--- config.mk ---
export PLATFORM = sky130hd
export DESIGN_NAME = regfile_bist
export DESIGN_NICKNAME = d
export VERILOG_FILES = /design/src/rtl/regfile_bist_pkg.sv /design/src/rtl/regfile_bist.sv
export SDC_FILE = /design/constraint.sdc
export NUM_CORES = 1
export LEC_CHECK = 0
export ABC_AREA = 1
export BUFFER_PORTS_ARGS = -buffer_cell sky130_fd_sc_hd__buf_2
export CORE_MARGIN = 2
export CORE_UTILIZATION = 51
export DETAILED_ROUTE_END_ITERATION = 10
export PLACE_DENSITY = 0.9
export SYNTH_ARGS = -nofsm -noshare
export SYNTH_HDL_FRONTEND = slang
export SYNTH_SLANG_ARGS = --single-unit
--- constraint.sdc ---
create_clock -name clk -period 3.54 [get_ports clk]
set_input_delay 0.354 -clock clk [delete_from_list [all_inputs] [get_ports clk]]
set_output_delay 0.354 -clock clk [all_outputs]
set_load 0.1 [all_outputs]
--- src/rtl/regfile_bist_pkg.sv ---
// Shared definitions for the register-file march BIST: FSM states and the
// per-address test pattern.
package regfile_bist_pkg;

  localparam int unsigned NREGS = 32;

  typedef enum logic [2:0] {
    IDLE = 3'd0,
    WR0  = 3'd1,
    RD0  = 3'd2,
    WR1  = 3'd3,
    RD1  = 3'd4,
    DONE = 3'd5
  } state_t;

  // Address byte replicated across the word, optionally inverted for phase 1.
  function automatic logic [31:0] base(input logic [7:0] a, input logic inv);
    return {4{a}} ^ {32{inv}};
  endfunction

endpackage

--- src/rtl/regfile_bist.sv ---
// March BIST initiator for the 2R/1W register file: write pattern, read back on
// both ports, repeat inverted; reports the first mismatch.
module regfile_bist
  import regfile_bist_pkg::*;
#(
  parameter int unsigned ADDR_W  = 5,
  parameter int unsigned DATA_W  = 32,
  parameter bit          SKIP_R0 = 1'b1
) (
  input  logic              clk,
  input  logic              rst_n,
  input  logic              start,
  output logic              busy,
  output logic              done,
  output logic              pass,
  output logic [ADDR_W-1:0] fail_addr,
  output logic              fail_port,
  output logic [DATA_W-1:0] fail_data,
  output logic              rf_we,
  output logic [ADDR_W-1:0] rf_waddr,
  output logic [DATA_W-1:0] rf_wdata,
  output logic [ADDR_W-1:0] rf_raddr1,
  output logic [ADDR_W-1:0] rf_raddr2,
  input  logic [DATA_W-1:0] rf_rdata1,
  input  logic [DATA_W-1:0] rf_rdata2
);

  state_t            state, state_n;
  logic [ADDR_W-1:0] i, i_n;
  logic              last, inv, accept, wr_n, rd_n;
  logic              mis, mport;
  logic [ADDR_W-1:0] maddr;
  logic [DATA_W-1:0] mdata;

  function automatic logic [DATA_W-1:0] expv(input logic [ADDR_W-1:0] a, input logic ph);
    if (SKIP_R0 && a == '0) return '0;
    return base(8'(a), ph);
  endfunction

  always_comb begin
    state_n = state;
    i_n     = i;
    mis     = 1'b0;
    mport   = 1'b0;
    maddr   = '0;
    mdata   = '0;
    last    = (i == '1);
    inv     = (state == WR1) || (state == RD1);
    accept  = start && ((state == IDLE) || (state == DONE));
    case (state)
      IDLE, DONE: begin
        if (start) begin
          state_n = WR0;
          i_n     = '0;
        end
      end
      WR0, WR1: begin
        i_n = i + 1'b1;
        if (last) state_n = (state == WR0) ? RD0 : RD1;
      end
      RD0, RD1: begin
        // Port 2 reads the mirrored address; port 1 has priority on a double miss.
        if (rf_rdata1 != expv(i, inv)) begin
          mis   = 1'b1;
          mport = 1'b0;
          maddr = i;
          mdata = rf_rdata1;
        end else if (rf_rdata2 != expv(~i, inv)) begin
          mis   = 1'b1;
          mport = 1'b1;
          maddr = ~i;
          mdata = rf_rdata2;
        end
        i_n = i + 1'b1;
        if (mis) begin
          state_n = DONE;
          i_n     = '0;
        end else if (last) begin
          state_n = (state == RD0) ? WR1 : DONE;
        end
      end
      default: begin
        state_n = IDLE;
        i_n     = '0;
      end
    endcase
    wr_n = (state_n == WR0) || (state_n == WR1);
    rd_n = (state_n == RD0) || (state_n == RD1);
  end

  // Port outputs are registered from the next-state view so they line up with i.
  always_ff @(posedge clk or negedge rst_n) begin
    if (!rst_n) begin
      state     <= IDLE;
      i         <= '0;
      busy      <= 1'b0;
      done      <= 1'b0;
      pass      <= 1'b0;
      fail_addr <= '0;
      fail_port <= 1'b0;
      fail_data <= '0;
      rf_we     <= 1'b0;
      rf_waddr  <= '0;
      rf_wdata  <= '0;
      rf_raddr1 <= '0;
      rf_raddr2 <= '0;
    end else begin
      state     <= state_n;
      i         <= i_n;
      busy      <= wr_n || rd_n;
      rf_we     <= wr_n && !(SKIP_R0 && i_n == '0);
      rf_waddr  <= wr_n ? i_n : '0;
      rf_wdata  <= wr_n ? base(8'(i_n), state_n == WR1) : '0;
      rf_raddr1 <= rd_n ? i_n : '0;
      rf_raddr2 <= rd_n ? ~i_n : '0;
      if (accept) begin
        done      <= 1'b0;
        pass      <= 1'b0;
        fail_addr <= '0;
        fail_port <= 1'b0;
        fail_data <= '0;
      end else if (state_n == DONE && state != DONE) begin
        done <= 1'b1;
        pass <= !mis;
        if (mis) begin
          fail_addr <= maddr;
          fail_port <= mport;
          fail_data <= mdata;
        end
      end
    end
  end

endmodule

==> summary.txt, run 1 <==
Placement
  – GP Congestion: between 0.9 and 1
  – DP Cell Count: between 800 and 900
  – DPL Wire Length: 10200 um
  – PortBufs: 155

Timing
  – Crit share post-route: 0.950
  – Max-slew violations: 0
  – Clock Skew: about 0.0085 ns
  – Worst hold slack: between 0.03 and 0.04 ns
  – Max Fclk: 297 MHz
  – Setup TNS: 0 ns
  – Final hold violation count: 0
  – Final Setup Violations: 0
  – Slew of the pin with the lowest slew margin: about 0.66 ns
  – RSZ-0062 raised after global routing: true
  – Fin crit period: between 3 and 4 ns
  – Worst slew margin: 0.559

GRT
  – Total track usage: 0.280
  – First-pass GRT wire length: between 20000 and 25000 um
  – Vias in the first global route: 4242
  – Grt total ovfl: 0
  – Antenna violations before repair: 0
  – Largest net degree at the start of global routing: 43

Synthesis
  – Seq/Total Area, Yosys: 0.404
  – Main synth FF type: dfrtp_1
  – Syn nets: ~670
  – Yosys reg bits: 71
  – Post-synth EDFFs: 0
  – Mapped Cells: approximately 600
  – Synth Area per Inst: between 7 and 8 um^2
  – Count of warnings emitted by yosys: 0
  – Post-synthesis async set-or-reset flop share: 1.00
  – Synth unique cells: 35
  – Post-Synthesis Cell Area: ~4400 um^2

Worst setup path
  – Crit Path Category: flip-flop to flip-flop
  – Crit path capture type: flip-flop
  – CP max FO: 12
  – Worst EP arrival: 3.58 ns
  – Nature of the critical path startpoint: flip-flop
  – WP data required: ~3.8 ns

Cells and area
  – Most common cell after layout, fill and taps aside: buf_2
  – Final core occ: 0.637
  – Fin cells: around 830
  – Ratio of cells with drive above 1 in the final layout: 0.301
  – Area delta synth->final: 20.1%
  – N_diodes: 0
  – Commonest cells after routing, fill and taps aside: 155 x buf_2, 149 x nand2_1, 85 x inv_1
  – Final nets: between 700 and 800

Clock tree
  – CTS Root Cell: clkbuf_8
  – Post-CTS Setup Repair Bufs: 0
  – Clock Latency Late Sink: around 0.35 ns
  – CTS tree: built
  – H-tree depth: 3
  – CTS buffer count: 9
  – CTS max path bufs: 2
  – CTS sink cnt: 71
  – Register clock-pin slew on the reported worst setup and hold paths: approximately 0.08 ns

Route
  – Remaining antenna violation count after routing: 0
  – Routed vias/inst: between 5 and 6
  – Routed WL per cell: between 15 and 20 um
  – DR pass1 iterations: 5
  – Drc violations: 0
  – Vias: roughly 4500
  – WL final: around 13000 um
  – Iter 0 DRT Violations: 289

Die
  – Die X: about 97 um
  – Die area: around 9400 um^2
  – I/O Pins: between 150 and 200
  – Core ar.: slightly above 8000 um^2
  – Row cnt: 33
  – Initial Util: 0.530
  – Die height: 96.9 um

Status
  – Outcome: finished clean

Run
  – Max-Cap Viols: 0

Min path
  – Worst hold-check path type: input port to async pin
routing by layer:
layer | vias to the layer above | GRT usage | share of wire
met5 | - | 0 | 0
met4 | 0 | 0.0628 | 0.0092
met3 | 9 | 0.0434 | 0.071
met2 | 211 | 0.446 | 0.47
met1 | 2162 | 0.407 | 0.45
li1 | 2167 | - | -
flip-flops by register name, indices dropped and copies added, names as in the netlist:
signal and count:
fail_data 32, i 5, rf_we 1, fail_port 1
rf_waddr 5, rf_raddr1 5, rf_raddr2 5, state 3
fail_addr 5, pass 1, rf_wdata 6, done 1
busy 1
worst max-delay path, cell delays in order, from the launching register on:
cell     delay [ns]
dfrtp_1        0.44
ha_1           0.25
nand2_1        0.07
nor2_1         0.05
ha_1           0.21
inv_1          0.32
buf_4          0.21
nand3_1        0.07
nand2_1        0.13
nand2_1        0.08
nor2_1         0.17
nand2_1        0.11
o21ai_2        0.35
nor2_2         0.19
buf_4          0.23
a32oi_1        0.19
o21ai_0        0.15
area by class of cell:
type	count	area [um^2]
repair buffers	164	843
clock buffers	9	124
inverters	90	338
fillers	763	3020
flip-flops and latches	71	1780
well taps	105	131
multi-input cells	387	1990
clock inverters	7	78.8
synth_stat cells (all sizes together), types with 4 or more instances:
master  instances  share of area
a21oi           6         0.0068
a32oi          32          0.064
buf            36          0.061
clkbuf         11         0.0094
dfrtp          71           0.40
inv            90          0.077
nand2         152           0.13
nand3          56          0.075
nand4           4         0.0091
nor2           59          0.057
nor3            8         0.0091
o21ai          45          0.053
o22ai           4         0.0057
stage by stage:
step,area [um^2],worst slack (ns)
floorplan,4400,0.862
global placement,5070,0.311
detailed placement,5070,0.329
CTS,5270,0.296
global route,5280,-0.0170
finish,5280,0.175
logic make-up after synthesis:
kind of cell,count (synthesis),synth area share
AND/OR/NAND/NOR,289,0.297
buffers and inverters,137,0.147
AO/OA/AOI/OAI,92,0.138
flip-flops,71,0.404
XOR/XNOR,3,0.00598
adder cells (fa/ha/maj),3,0.00854
final timing paths:
| path | endpoint | slack [ns] | depth (start not counted) | from |
|---|---|---|---|---|
| min | rf_wdata[28] | 0.03 | 1 | rst_n |
| max | fail_data[11] | 0.18 | 16 | i[0] |
| min reg2reg | fail_data[4] | 0.53 | 2 | fail_data[4] |
| min in group clk | fail_data[19] | 0.25 | 3 | rf_rdata2[19] |
| max in group asynchronous | fail_data[11] | 2.51 | 2 | rst_n |
| max reg2reg | fail_data[11] | 0.18 | 16 | i[0] |
timing repair:
item,CTS,global route
resized for setup,0,3
hold buffers,0,0
endpoints found under the setup margin,0,4
Power of run 1 is not shown: default switching activity piles up to over one toggle a cycle in this logic, so the estimate is an artifact.
==> run 2: changes to the inputs <==
- CORE_UTILIZATION: 51 -> 52
- CTS_BUF_LIST: unset -> sky130_fd_sc_hd__clkbuf_4 sky130_fd_sc_hd__clkbuf_8
- PLACE_DENSITY: 0.9 -> 0.91
==> run 2 against run 1 <==
  * The flow now finishes with violations (negative hold slack)
  * Die area fell by 1.8%
  * Flip-flop and latch count did not move
  * Utilization rose by 0.37 points
==> summary.txt, run 2 (same netlist as run 1, synthesis figures left out) <==
Timing
  – Setup TNS: 0 ns (unchanged)
  – Crit share post-route: 0.924 (-0.0266)
  – Max-slew violations: 0 (unchanged)
  – Worst slew margin: 0.588 (+0.0286)
  – Fin crit period: 3.27 ns (-0.0941 ns)
  – Final Setup Violations: 0 (unchanged)
  – Max Fclk: 306 MHz (+2.9%)
  – Final hold violation count: 10 (+10)
  – Clock Skew: 0.0104 ns (+0.00186 ns)
  – Worst hold slack: -0.0106 ns (-0.0408 ns)
  – RSZ-0062 raised after global routing: false
  – Slew of the pin with the lowest slew margin: 0.618 ns (-0.0438 ns)

Placement
  – DPL Wire Length: 9720 um (-4.9%)
  – PortBufs: 155 (unchanged)
  – GP Congestion: 0.922 (-0.55%)

Clock tree
  – H-tree depth: 3 (unchanged)
  – Post-CTS Setup Repair Bufs: 0 (unchanged)
  – Post-CTS Resized: 0 (unchanged)
  – CTS max path bufs: 2 (unchanged)
  – CTS Hold Buffers Added: 0 (unchanged)
  – CTS sink cnt: 71 (unchanged)
  – Register clock-pin slew on the reported worst setup and hold paths: 0.09 ns (about the same)
  – CTS Root Cell: clkbuf_8
  – Clock Latency Late Sink: 0.36 ns (about the same)
  – CTS tree: built
  – CTS buffer count: 9 (unchanged)

Cells and area
  – Ratio of cells with drive above 1 in the final layout: 0.297 (-0.00412)
  – FILL cells: 739 (-3.1%)
  – Most common cell after layout, fill and taps aside: buf_2
  – Commonest cells after routing, fill and taps aside: 155 x buf_2, 149 x nand2_1, 85 x inv_1
  – Largest regs: fail_data (32), rf_wdata (6)
  – Register name with the most flops: fail_data
  – Max FFs per register: 32 (unchanged)
  – Area delta synth->final: 19.6%
  – N_diodes: 0 (unchanged)
  – Final nets: 793 (unchanged)

Status
  – Violated checks: negative hold slack
  – Outcome: finished with violations

Route
  – Drc violations: 0 (unchanged)
  – Routed vias/inst: 5.51 (+0.84%)
  – DR pass1 iterations: 5 (unchanged)
  – Remaining antenna violation count after routing: 0 (unchanged)
  – DR WL met2: 6030 um (-2.6%)
  – Top sig layer: met4
  – Routed WL per cell: 15.2 um (-3.3%)
  – WL final: 12700 um (-3.3%)
  – M1 WL: 5260 um (-11%)
  – Iter 0 DRT Violations: 375 (+30%)
  – Vias: 4587 (+0.84%)
  – WL met3: 1210 um (+30%)

Worst setup path
  – CP most frequent cell: nand2_1
  – Crit-path slowest cell: a21oi_1
  – CP max FO: 14 (+2)
  – Worst EP arrival: 3.53 ns (-0.05 ns)
  – FF-to-FF path depth: 18 (+2)
  – Nature of the critical path startpoint: flip-flop
  – Crit path capture type: flip-flop
  – WP data required: 3.80 ns (+0.05 ns)
  – Crit Path Category: flip-flop to flip-flop
  – Max incr delay on CP: 0.47 ns (+0.03 ns)
  – Crit path cell chain: ha_1 -> nand2_1 -> nor2_1 -> ha_1 -> inv_1 -> nand3_1 -> nand2_1 -> nand2_1 -> nand2_1 -> nor2_1 -> nand2_1 -> nor2_1 -> nand3_1 -> nand2_1 -> a21oi_1 -> inv_1 -> nand2_1 -> nand2_1

Die
  – Core ar.: 8220 um^2 (-1.0%)
  – I/O Pins: 156 (unchanged)
  – Die X: 96.0 um (-0.92%)
  – Row cnt: 33 (unchanged)
  – Die height: 96.0 um (-0.92%)
  – Initial Util: 0.535 (+0.00533)
  – Die area: 9210 um^2 (-1.8%)

GRT
  – Antenna violations before repair: 0 (unchanged)
  – First-pass GRT wire length: 19500 um (-8.2%)
  – Grt total ovfl: 0 (unchanged)
  – Vias in the first global route: 4113 (-3.0%)
  – Total track usage: 0.276 (-0.00411)
  – Largest net degree at the start of global routing: 47 (+9.3%)

Run
  – Max-Cap Viols: 0 (unchanged)

Min path
  – Worst hold-check path type: input port to async pin
==> run 2: area by class of cell <==
class	instances	area [um^2]	share of cell area
Clock buffer	9	124	0.0235
Sequential cell	71	1780	0.338
Multi-Input combinational cell	387	1980	0.376
Inverter	90	338	0.0642
Timing Repair Buffer	164	843	0.160
Clock inverter	7	67.6	0.0128
Tap cell	105	131	0.0250
==> run 2: worst max-delay path: cells and delay by family (launching register included) <==
family	cells	cell delay [ns]
DFF	1	0.45
buffers and inverters	2	0.53
AOI/OAI and AO/OA	1	0.47
adders and majority gates	2	0.46
and+or+nand+nor	13	1.23
==> run 2: per-stage QoR <==
step | utilization | worst slack, ns | instance area, um^2 | cells
finish | 0.640 | 0.269 | 5260 | 833
CTS | 0.640 | 0.382 | 5260 | 833
floorplan | - | 0.862 | 4400 | 595
global placement | 0.617 | 0.468 | 5070 | 817
global route | 0.640 | 0.0964 | 5260 | 833
detailed placement | 0.617 | 0.408 | 5070 | 817
==> run 2: layer usage <==
metal,up-vias,GRT usage
li1,2161,-
met4,0,0.0738
met3,26,0.0681
met1,2141,0.375
met2,259,0.442
met5,-,0
==> run 2: path summary, 6_finish.rpt <==
path | from | to | slack, ns
setup reg to reg | i[0] | rf_wdata[26] | 0.27
hold reg to reg | fail_addr[4] | fail_addr[4] | 0.53
hold / removal | rst_n | rf_wdata[30] | -0.01
setup / recovery | i[0] | rf_wdata[26] | 0.27
min in group clk | rf_rdata2[19] | fail_data[19] | 0.24
max in group asynchronous | rst_n | fail_data[2] | 2.55
Power of run 2 is left out for the same reason.
==> run 3: changes to the inputs <==
- CTS_CLUSTER_DIAMETER: unset -> 150
- clock period: 3.54 -> 3.6 ns (I/O delays scaled with it)
==> run 3 against run 2 <==
  * The flow now finishes without violations
  * Count of clock-buffer cells in the layout did not move
  * First-iteration DRC count fell by 12%
  * Non-clock buffer count fell by 2
  * Critical path depth fell by 1
  * Register-to-register slack improved by 0.11 ns
  * Via count fell by 0.78%
  * Final cell count fell by 0.24%
  * Utilization barely moved
  * Critical endpoint is now fail_data[22]
  * Highest routed layer unchanged
==> summary.txt, run 3 (same netlist as run 1, synthesis figures left out) <==
Status
  – Outcome: finished clean

Timing
  – Worst slew margin: 0.442 (-0.146)
  – Max Fclk: 310 MHz (+1.5%)
  – Setup TNS: 0 ns (unchanged)
  – Fin crit period: 3.22 ns (-0.0486 ns)
  – Max-slew violations: 0 (unchanged)
  – Clock Skew: 0.00947 ns (-0.000928 ns)
  – Slew of the pin with the lowest slew margin: 0.837 ns (+0.219 ns)
  – Final hold violation count: 0 (-10)
  – Final Setup Violations: 0 (unchanged)
  – RSZ-0062 raised after global routing: false
  – Final WS setup: 0.378 ns (+0.109 ns)
  – Crit share post-route: 0.895 (-0.0289)

Cells and area
  – Commonest cells after routing, fill and taps aside: 155 x buf_2, 149 x nand2_1, 85 x inv_1
  – Most common cell after layout, fill and taps aside: buf_2
  – Largest regs: fail_data (32), rf_wdata (6)
  – Max FFs per register: 32 (unchanged)
  – Final nets: 791 (-0.25%)
  – Final core occ: 0.641 (about the same)
  – N_diodes: 0 (unchanged)
  – Area delta synth->final: 19.7% (about the same)
  – Ratio of cells with drive above 1 in the final layout: 0.295 (-0.00194)
  – Register name with the most flops: fail_data

Clock tree
  – CTS buffer count: 9 (unchanged)
  – H-tree depth: 3 (unchanged)
  – Post-CTS Resized: 0 (unchanged)
  – Post-CTS Setup Repair Bufs: 0 (unchanged)
  – CTS tree: built
  – Register clock-pin slew on the reported worst setup and hold paths: 0.09 ns (about the same)
  – Clock Latency Late Sink: 0.35 ns (about the same)
  – CTS Hold Buffers Added: 0 (unchanged)
  – CTS Root Cell: clkbuf_8
  – CTS sink cnt: 71 (unchanged)
  – CTS max path bufs: 2 (unchanged)

Route
  – WL final: 12300 um (-2.8%)
  – Drc violations: 0 (unchanged)
  – Routed WL per cell: 14.9 um (-2.6%)
  – Vias: 4551 (-0.78%)
  – DR pass1 iterations: 6 (+1)
  – Iter 0 DRT Violations: 330 (-12%)
  – Remaining antenna violation count after routing: 0 (unchanged)
  – Routed vias/inst: 5.48 (-0.55%)

Die
  – Die X: 96.0 um (unchanged)
  – Die area: 9210 um^2 (unchanged)
  – Initial Util: 0.535 (unchanged)
  – Row cnt: 33 (unchanged)
  – I/O Pins: 156 (unchanged)
  – Die height: 96.0 um (unchanged)
  – Core ar.: 8220 um^2 (unchanged)

Worst setup path
  – Crit Path Category: flip-flop to flip-flop
  – CP max FO: 14 (unchanged)
  – Crit path capture type: flip-flop
  – Crit Reg-Reg Startpoint: i[0]
  – R2r setup slk: 0.38 ns (+0.11 ns)
  – WP data required: 3.82 ns (+0.02 ns)
  – CP most frequent cell: nand2_1
  – Nature of the critical path startpoint: flip-flop
  – Max incr delay on CP: 0.44 ns (-0.03 ns)
  – FF-to-FF path depth: 17 (-1)
  – Crit path cell chain: ha_1 -> nand2_1 -> nor2_1 -> ha_1 -> inv_1 -> nand3_1 -> inv_1 -> nand2_1 -> nand2_1 -> nand3_1 -> nor2_1 -> nand2_1 -> o21ai_2 -> nor2_2 -> buf_4 -> a32oi_1 -> o21ai_0
  – Capturing point of the worst reg2reg path: fail_data[22]
  – Crit-path slowest cell: dfrtp_1
  – Worst EP arrival: 3.44 ns (-0.09 ns)

Placement
  – DPL Wire Length: 9530 um (-1.9%)
  – PortBufs: 155 (unchanged)
  – GP Congestion: 0.958 (+3.9%)
  – Worst slack, placed: 0.437 ns (+0.0289 ns)

GRT
  – Total track usage: 0.270 (-0.00624)
  – Grt total ovfl: 0 (unchanged)
  – First-pass GRT wire length: 19200 um (-1.9%)
  – Largest net degree at the start of global routing: 47 (unchanged)
  – Antenna violations before repair: 0 (unchanged)
  – Vias in the first global route: 3996 (-2.8%)

Min path
  – Worst hold-check path type: input port to async pin

Run
  – Max-Cap Viols: 0 (unchanged)
[run 3: cell count changes in the layout (fill, tap and decap cells not counted), moves of 2 or more]
cell / previous run / this run
inv_8: 3 / 0
clkinv_2: 0 / 2
buf_4: 9 / 6
inv_6: 3 / 1
[run 3: stage by stage]
stage          instance area [um^2]  instances  hold slack [ns]
3_3_place_gp                   5070        815            0.383
6_report                       5260        831          0.00392
2_1_floorplan                  4400        595           0.0644
4_1_cts                        5260        831           0.0210
5_1_grt                        5260        831           0.0451
3_5_place_dp                   5070        815            0.394
[run 3: cell type report]
class / count / area (um^2)
Clock buffer: 9 / 124
Clock inverter: 7 / 72.6
Fill cell: 748 / 2950
Inverter: 90 / 338
Multi-Input combinational cell: 387 / 1980
Sequential cell: 71 / 1780
Tap cell: 105 / 131
Timing Repair Buffer: 162 / 841
[run 3: worst max-delay path, delay by kind of cell (launching register included)]
kind | cells | cell delay (ns)
AO/OA/AOI/OAI | 3 | 0.67
AND/OR/NAND/NOR | 9 | 0.88
buffers and inverters | 3 | 0.64
flip-flops | 1 | 0.44
adder cells (fa/ha/maj) | 2 | 0.46
[run 3: layer usage]
layer | vias to the layer above | GRT usage | part of all wire
met1 | 2080 | 0.390 | 0.41
met5 | - | 0 | 0
met3 | 30 | 0.0517 | 0.10
li1 | 2165 | - | -
met4 | 0 | 0.0810 | 0.020
met2 | 276 | 0.412 | 0.47
[run 3: worst max path at each step]
| stage | from | endpoint | depth (start not counted) |
|---|---|---|---|
| after floorplan | i[0] | busy | 20 |
| after global placement | i[0] | fail_data[12] | 17 |
| after detailed placement | i[0] | fail_data[10] | 17 |
| after CTS | i[0] | fail_data[10] | 17 |
| after global routing | i[0] | fail_data[22] | 16 |
| final | i[0] | fail_data[22] | 17 |
Power of run 3 is left out for the same reason.
